==> src/rtl/keypad_scanner.sv <==
// 4x4 matrix keypad scanner: one-hot active-low column drive, synchronized
// row sampling, per-frame classification, press/release debounce and a
// valid/acknowledge output register with overrun flag.
module keypad_scanner #(
   parameter int unsigned T_SCAN   = 100000,
   parameter int unsigned DEBOUNCE = 4
) (
   input  logic       clk,
   input  logic       rst,
   input  logic [3:0] row,
   output logic [3:0] col,
   input  logic       key_ack,
   output logic       key_valid,
   output logic [3:0] key_code,
   output logic       key_down,
   output logic       overrun
);

   localparam int unsigned SW = (T_SCAN > 1) ? $clog2(T_SCAN) : 1;
   localparam int unsigned CW = $clog2(DEBOUNCE + 1);

   typedef enum logic [1:0] {
      IDLE      = 2'd0,
      PRESS_DEB = 2'd1,
      HELD      = 2'd2,
      REL_DEB   = 2'd3
   } state_t;

   logic [3:0]    row_s1;
   logic [3:0]    row_s2;
   logic [SW-1:0] slot_cnt;
   logic [1:0]    col_idx;
   logic [1:0]    acc_cnt;
   logic [3:0]    acc_code;
   state_t        state;
   logic [3:0]    cand;
   logic [CW-1:0] deb_cnt;

   logic          slot_last_c;
   logic          frame_end_c;
   logic [2:0]    ones_c;
   logic [1:0]    hit_row_c;
   logic [2:0]    total_c;
   logic [3:0]    frame_code_c;
   logic          frame_empty_c;
   logic          frame_single_c;
   logic          cnt_last_c;
   logic          match_c;
   logic          press_evt_c;

   // Two-flop synchronizer for the asynchronous row lines (idle high).
   always_ff @(posedge clk) begin
      if (rst) begin
         row_s1 <= 4'hF;
         row_s2 <= 4'hF;
      end else begin
         row_s1 <= row;
         row_s2 <= row_s1;
      end
   end

   // Slot timing and column drive; COL steps on the edge after a slot's last cycle.
   always_ff @(posedge clk) begin
      if (rst) begin
         slot_cnt <= '0;
         col_idx  <= 2'd0;
         col      <= 4'b1110;
      end else if (slot_last_c) begin
         slot_cnt <= '0;
         col_idx  <= col_idx + 2'd1;
         col      <= {col[2:0], col[3]};
      end else begin
         slot_cnt <= slot_cnt + SW'(1);
      end
   end

   // Count low row bits in the current sample and locate the (single) one.
   always_comb begin
      ones_c    = 3'd0;
      hit_row_c = 2'd0;
      for (int i = 0; i < 4; i++) begin
         if (!row_s2[i]) begin
            ones_c    = ones_c + 3'd1;
            hit_row_c = 2'(i);
         end
      end
   end

   // Frame classification including the slot being sampled this cycle.
   always_comb begin
      slot_last_c    = (slot_cnt == SW'(T_SCAN - 1));
      frame_end_c    = slot_last_c && (col_idx == 2'd3);
      total_c        = 3'(acc_cnt) + ones_c;
      frame_code_c   = (acc_cnt == 2'd1) ? acc_code : {hit_row_c, col_idx};
      frame_empty_c  = (total_c == 3'd0);
      frame_single_c = (total_c == 3'd1);
      cnt_last_c     = (deb_cnt == CW'(DEBOUNCE - 1));
      match_c        = frame_single_c && (frame_code_c == cand);
      press_evt_c    = frame_end_c && frame_single_c &&
                       (((state == IDLE) && (DEBOUNCE == 1)) ||
                        ((state == PRESS_DEB) && match_c && cnt_last_c));
   end

   // Accumulate low-bit count (saturating at 2) and the first hit code per frame.
   always_ff @(posedge clk) begin
      if (rst) begin
         acc_cnt  <= 2'd0;
         acc_code <= 4'd0;
      end else if (frame_end_c) begin
         acc_cnt  <= 2'd0;
         acc_code <= 4'd0;
      end else if (slot_last_c) begin
         acc_cnt <= (total_c >= 3'd2) ? 2'd2 : total_c[1:0];
         if (total_c == 3'd1) begin
            acc_code <= frame_code_c;
         end
      end
   end

   // Debounce state machine, stepped once per frame end; drives key_down.
   always_ff @(posedge clk) begin
      if (rst) begin
         state    <= IDLE;
         cand     <= 4'd0;
         deb_cnt  <= '0;
         key_down <= 1'b0;
      end else if (frame_end_c) begin
         case (state)
            IDLE: begin
               if (frame_single_c) begin
                  cand <= frame_code_c;
                  if (DEBOUNCE == 1) begin
                     state    <= HELD;
                     key_down <= 1'b1;
                  end else begin
                     state   <= PRESS_DEB;
                     deb_cnt <= CW'(1);
                  end
               end
            end
            PRESS_DEB: begin
               if (match_c) begin
                  if (cnt_last_c) begin
                     state    <= HELD;
                     key_down <= 1'b1;
                  end else begin
                     deb_cnt <= deb_cnt + CW'(1);
                  end
               end else if (frame_single_c) begin
                  cand    <= frame_code_c;
                  deb_cnt <= CW'(1);
               end else begin
                  state <= IDLE;
               end
            end
            HELD: begin
               if (frame_empty_c) begin
                  if (DEBOUNCE == 1) begin
                     state    <= IDLE;
                     key_down <= 1'b0;
                  end else begin
                     state   <= REL_DEB;
                     deb_cnt <= CW'(1);
                  end
               end
            end
            REL_DEB: begin
               if (frame_empty_c) begin
                  if (cnt_last_c) begin
                     state    <= IDLE;
                     key_down <= 1'b0;
                  end else begin
                     deb_cnt <= deb_cnt + CW'(1);
                  end
               end else begin
                  state <= HELD;
               end
            end
            default: begin
               state    <= IDLE;
               key_down <= 1'b0;
            end
         endcase
      end
   end

   // Output register handshake; an event during a pending code sets overrun
   // and wins over the ack clearing overrun on the same edge.
   always_ff @(posedge clk) begin
      if (rst) begin
         key_valid <= 1'b0;
         key_code  <= 4'd0;
         overrun   <= 1'b0;
      end else begin
         if (key_valid && key_ack) begin
            key_valid <= 1'b0;
            overrun   <= 1'b0;
         end
         if (press_evt_c) begin
            if (key_valid) begin
               overrun <= 1'b1;
            end else begin
               key_valid <= 1'b1;
               key_code  <= frame_code_c;
            end
         end
      end
   end

endmodule
==> config.mk <==
export PLATFORM = sky130hd
export DESIGN_NAME = keypad_scanner
export DESIGN_NICKNAME = d
export VERILOG_FILES = /design/src/rtl/keypad_scanner.sv
export SDC_FILE = /design/constraint.sdc
export NUM_CORES = 1
export LEC_CHECK = 0
export ABC_AREA = 0
export BUFFER_PORTS_ARGS = -buffer_cell sky130_fd_sc_hd__buf_2
export CAP_MARGIN = 20
export CORE_MARGIN = 10
export CORE_UTILIZATION = 55
export DETAILED_ROUTE_END_ITERATION = 10
export GPL_TIMING_DRIVEN = 0
export PLACE_DENSITY_LB_ADDON = 0.2
export RECOVER_POWER = 100
export SLEW_MARGIN = 5
export SYNTH_ARGS = -nofsm -noshare
export SYNTH_HDL_FRONTEND = slang
export SYNTH_SLANG_ARGS = --single-unit
==> constraint.sdc <==
create_clock -name clk -period 4.1 [get_ports clk]
set_input_delay 0.82 -clock clk [delete_from_list [all_inputs] [get_ports clk]]
set_output_delay 0.82 -clock clk [all_outputs]
set_load 0.02 [all_outputs]
### Word level (Yosys, flattened, before mapping)

Index checks and enable logic that the tools add are counted.

| storage, ports and cells | value |
|---|---|
| register bits | 53 |
| input port bits | 7 |
| output and inout bits | 11 |
| word-level logic and storage cells | 98 |

| operators by class | value |
|---|---|
| add/sub/neg operators | 7 |
| magnitude comparators | 1 |
| equal/unequal tests | 19 |
| muxes and demuxes | 37 |
| bitwise gates (word level) | 1 |
| reduce and logical (&&, ||, !) cells | 19 |

Operators by type and width:

| kind | number |
|---|---|
| 2-to-1 mux 3 bit | 8 |
| 2-to-1 mux 2 bit | 10 |
| adder 17 x 1 -> 17 bit, second input constant | 1 |
| equality test 17 bit, second input constant | 1 |
| inequality test 2 bit, second input constant | 7 |
| adder 3 x 1 -> 3 bit, second input constant | 4 |
| 2-to-1 mux 1 bit | 12 |
| 2-to-1 mux 4 bit | 3 |
| case mux 3 bit (4 select lines) | 1 |
| AND reduction 6 bit | 2 |
| inequality test 3 bit, second input constant | 3 |
| case mux 2 bit (4 select lines) | 1 |
| case mux 4 bit (2 select lines) | 1 |
| logical AND 1 bit | 7 |
| equality test 2 bit, second input constant | 3 |
| AND reduction 3 bit | 2 |
| equality test 2 x 1 -> 1 bit, second input constant | 2 |
| equality test 4 bit | 1 |
| AND reduction 2 bit | 2 |
| nonzero test 2 bit | 2 |
| OR reduction 2 bit | 2 |
| adder 2 x 3 -> 3 bit | 1 |
| equality test 3 x 1 -> 1 bit, second input constant | 1 |
| equality test 3 x 2 -> 1 bit, second input constant | 1 |
| other kinds (6) | 6 |

### Logic depth before layout (Yosys ltp)

| logic depth | value |
|---|---|
| depth after elaboration | 14 |
| gate-level depth with buffers | 13 |
| depth with buffers taken out | 12 |

### Worst setup path before layout

No wires, ideal clock.

| path | value |
|---|---|
| path kind | reg-to-reg |
| from | reg row_s2[0] |
| to | reg cand[2] |
| library setup time | 0.132 ns |
| data arrival time | 3.152 ns |
| required time | 3.968 ns |
| path slack | 0.816 ns |
| stages on the path, launching flop included | 13 |
| path buffers | 1 |
| clock period less this slack | 3.284 ns |
| cell sequence | dfxtp_1 > inv_1 > ha_1 > xnor2_1 > ha_1 > mux2_2 > fa_1 > xnor3_1 > or3_1 > buf_2 > or3_4 > o21ai_1 > a21oi_1 |

| between the ends | value |
|---|---|
| longest elaborated chain between the ends | 12 |
| elaborated cells on any way between the ends | 15 |
| classes of those cells | add/sub: 4; eq/ne: 2; mux: 7; reduce/logical: 2 |

Ends and longest elaborated chain:

| item | line | source |
|---|---|---|
| from (decl) | 30 | `logic [3:0] row_s2;` |
| from (signal assigned) | 58 | `row_s2 <= row_s1;` |
| 2-to-1 mux 1 bit * | 82 | `if (!row_s2[i]) begin` |
| adder 3 x 1 -> 3 bit | 83 | `ones_c = ones_c + 3'd1;` |
| 2-to-1 mux 3 bit * | 82 |  |
| adder 3 x 1 -> 3 bit | 83 |  |
| 2-to-1 mux 3 bit * | 82 |  |
| adder 3 x 1 -> 3 bit | 83 |  |
| 2-to-1 mux 3 bit * | 82 |  |
| adder 2 x 3 -> 3 bit * | 93 | `total_c = 3'(acc_cnt) + ones_c;` |
| equality test 3 x 1 -> 1 bit * | 96 | `frame_single_c = (total_c == 3'd1);` |
| 2-to-1 mux 4 bit or logical AND 1 bit (tied branches) | -- |  |
| 2-to-1 mux 4 bit or inequality test 2 bit (tied branches) | -- |  |
| case mux 4 bit (2 select lines) or AND reduction 3 bit (tied branches) | -- |  |
| to (signal assigned) | 131 | `cand <= frame_code_c;` |
| to (signal assigned) | 150 | `cand <= frame_code_c;` |
| to (decl) | 36 | `logic [3:0] cand;` |

Mark *: on every way between the ends. The rest lies on a longest branch, timed or not. The select of a mux whose other input is x is not followed.
A chain may end at the register's enable or synchronous reset.

### Final worst setup path

| path | value |
|---|---|
| from | reg row_s2[0] |
| to | reg key_code[2] |

| between the ends | value |
|---|---|
| longest elaborated chain between the ends | 14 |
| elaborated cells on any way between the ends | 15 |
| classes of those cells | add/sub: 4; eq/ne: 1; mux: 4; reduce/logical: 6 |

Ends and longest elaborated chain:

| item | line | source |
|---|---|---|
| 2-to-1 mux 1 bit * | 82 |  |
| adder 3 x 1 -> 3 bit | 83 |  |
| 2-to-1 mux 3 bit * | 82 |  |
| adder 3 x 1 -> 3 bit | 83 |  |
| 2-to-1 mux 3 bit * | 82 |  |
| adder 3 x 1 -> 3 bit | 83 |  |
| 2-to-1 mux 3 bit * | 82 |  |
| adder 2 x 3 -> 3 bit * | 93 |  |
| equality test 3 x 1 -> 1 bit * | 96 |  |
| logical AND 1 bit | 98 | `match_c = frame_single_c && (frame_code_c == cand);` |
| logical AND 1 bit (2 in series) | 101 | `((state == PRESS_DEB) && match_c && cnt_last_c));` |
| logical AND 1 bit * | 99 | `press_evt_c = frame_end_c && frame_single_c &&` |
| AND reduction 2 bit (no source line) * | -- |  |
| to (signal assigned) | 204 | `key_code <= frame_code_c;` |
| to (decl) | 14 | `output logic [3:0] key_code,` |

Mark *: on every way between the ends. The rest lies on a longest branch, timed or not.

==> run metrics <==
status=finished clean; num rows=25; total core area=4692 µm²; final setup violation count=0; Met2 Wirelength=2390 µm; worst-case clock skew=0.007363 ns; worst-path maximum fanout=6; Routed WL per cell=around 15 µm; Post-CTS Resized=0; Initial DRT Pass Iterations=4; IR drop worst, VDD=0.2212 mV; Worst setup SP type=flip-flop; Worst EP required=4.34 ns; Hold Path Depth=1; FF+latch area=1061 µm²; die height=89.28 µm; Period minus WS final=3.667 ns; antenna diode count=0; via-per-instance ratio=5.596; Reg-to-Reg End=key_code[2]$_SDFFE_PP0P_; Min-Delay Path Class=reg -> reg; clock power share=0.342; share of cells above drive strength 1=0.09148; asr flop ratio synth=0; register area share after synthesis=0.4019; Synth cell types=53; Nets=331; P_leak=0.001059 µW; grt ovf=0; Final Hold Vio Count=0; sequential share of power=0.590; width of the die=89.28 µm; DRT Wirelength=5386 µm; final core utilization=0.6061; largest net degree at the start of global routing=19; Post-CTS Hold Buffers=0; max layer used=met4; htree depth=2; IO Port Bufs=16; IO Count=18; CTS tree=done; vias in the first global route=1949; Reg clk slew, reported paths=0.10 ns; crit share post-route=0.8944; pwr dens=312.5 nW/µm²; Max Slew Vio Count=0; max cap viols=0; fmax=272.7 MHz; Vias=2076; initial core utilization=0.5627; Root Buffer Master=clkbuf_8; Routed Antenna Nets=0; synthesized instance count=293; switching portion of total power=0.2487; synth top area cells=dfxtp_1 (40%), xnor2_1 (4.3%), nor2_1 (4.0%); top_reg_cell synth=dfxtp_1; number of antenna violations at the first check in global routing=0; Clock Path Buffers=2; global-route wire length before repair=9218 µm; Clk Latency, worst-skew pair=0.31 ns; share of the synthesized area in the top cell type=0.4019; Slew @ Worst Pin=roughly 0.6 ns; GRT Overall Usage=0.1453; cell-internal power=667.7 µW; DP HPWL=3998 µm; cell mode on critical path=ha_1; FF-to-FF setup slack=0.43 ns; Worst Hold End=row_s2[0]$_SDFF_PP1_; CP Cell Sequence=inv_1, ha_1, xnor2_1, ha_1, mux2_2, fa_1, xnor3_1, or3_1, buf_2, nor4_1, nand3_1, a21oi_1; Critical Path End Type=flip-flop; RD Place Congestion=0.8425; area of the multi-input gates=1478 µm²; number of synthesized register bits=53; clock sinks=53; Post-Syn Area=2640 µm²; fillcell total=approximately 440; number of synthesized flops with an enable pin=0; metal3 WL=328 µm; area leader, netlist=dfxtp_1; setup TNS=0 ns; worst endpoint data arrival time=3.90 ns; area growth from synthesis to layout=7.725%; critical path's slowest cell=nor4_1; syn_nets=308; Syn Area/Cell=9.010 µm²; CP Class=reg -> reg; combinational share of power=0.068; NetSw=around 220 µW; Reg2Reg Launch Point=row_s2[0]$_SDFF_PP1_; R2R cell count=12; DRC viols=0; Relative slew margins=0.5986; total setup buffers inserted after CTS=0; RSZ-0062 raised after global routing=no; Hold Startpoint=row_s1[0]$_SDFF_PP1_; DRT met1 WL=2626 µm; Inserted Clock Buffers=5; max incr delay on CP=0.44 ns; Die Area=approximately 8000 µm²; Synthesis Warnings=0; 1st-iter DRT viols=between 100 and 150
cell usage after synthesis (7+ instances only):
library cell / number
dfxtp_1: 53
nor2_1: 28
a21oi_1: 19
nand2_1: 13
xnor2_1: 13
nand3_1: 12
clkbuf_1: 11
mux2i_1: 10
xor2_1: 10
or2_2: 9
nand2b_1: 8
o21ai_0: 8
ha_1: 7
nand4_1: 7
nor2b_1: 7
or3_1: 7
state kept, by name (all words and copies together) (netlist names):
register	cells
acc_cnt	2
acc_code	4
cand	4
col	4
col_idx	2
deb_cnt	3
key_code	4
key_down	1
key_valid	1
overrun	1
row_s1	4
row_s2	4
slot_cnt	17
state	2
worst max path at each step:
| stage | start | to | slack (ns) |
|---|---|---|---|
| 2_1_floorplan | row_s2[0]$_SDFF_PP1_ | cand[2]$_SDFFE_PP0P_ | 0.82 |
| 3_3_place_gp | row_s2[1]$_SDFF_PP1_ | key_code[0]$_SDFFE_PP0P_ | 0.56 |
| 3_5_place_dp | row_s2[1]$_SDFF_PP1_ | key_code[0]$_SDFFE_PP0P_ | 0.60 |
| 4_1_cts | row_s2[1]$_SDFF_PP1_ | key_code[0]$_SDFFE_PP0P_ | 0.53 |
| 5_1_grt | row_s2[1]$_SDFF_PP1_ | key_code[2]$_SDFFE_PP0P_ | 0.15 |
| 6_report | row_s2[0]$_SDFF_PP1_ | key_code[2]$_SDFFE_PP0P_ | 0.43 |
layout by cell type (no fill, tap or decap), types with 9 or more instances in the layout:
cell       n
xnor2_1   13
mux2i_1   10
or2_2      9
nand3_1   12
a21oi_1   19
nor2_1    29
o21ai_0   11
dfxtp_1   53
xor2_1    10
nand2_1   13
clkbuf_1  23
through the flow:
step,power [µW],instance area (µm²),std cells,hold slack (ns),setup WS (ns)
5_1_grt,926.4,2844,371,0.4410,0.1467
3_5_place_dp,598.5,2788,363,0.3970,0.5976
2_1_floorplan,582.7,2640,293,0.3895,0.8157
3_3_place_gp,598.1,2788,363,0.3922,0.5607
4_1_cts,900.7,2882,371,0.4218,0.5272
6_report,888.8,2844,371,0.4195,0.4331
routing by layer:
layer	track usage	vias to the layer above
met1	0.1938	950
met2	0.2218	46
li1	-	1076
met4	0.04046	0
met5	0	-
met3	0.04284	4
cell families (layout without fill, tap and decap cells):
logic type,Yosys count,in the layout,share of synthesized area
mux,11,11,0.04218
simple gates,123,123,0.2711
xor+xnor,24,24,0.08483
compound gates,54,54,0.1294
fa+ha+maj,8,8,0.04076
flops,53,53,0.4019
buf+inv,20,44,0.02986
worst max-delay path: cells and delay by family, from the launching register on:
kind / cells / cell delay, ns
multiplexers: 1 / 0.27
AO/OA/AOI/OAI: 1 / 0.18
AND/OR/NAND/NOR: 3 / 0.94
buffers and inverters: 2 / 0.21
XOR/XNOR: 2 / 0.66
flip-flops: 1 / 0.35
adder cells (fa/ha/maj): 3 / 0.98
layout make-up:
class	instances	area share
multi-input combinational	220	0.5196
sequential	53	0.3731
clock buffer	5	0.02420
tap	54	0.02376
timing repair buffer	16	0.02332
buffer	14	0.01936
clock inverter	3	0.008799
inverter	6	0.007919
power groups by stage:
stage	clock network (µW)	registers [µW]	logic, µW
final	304	524	60.8
after global routing	333	525	68.4
after CTS	314	524	62.2
after detailed placement	0	536	62.1
after global placement	0	536	62.0
after floorplan	0	535	47.3
Power figures use the tool's default switching activity.
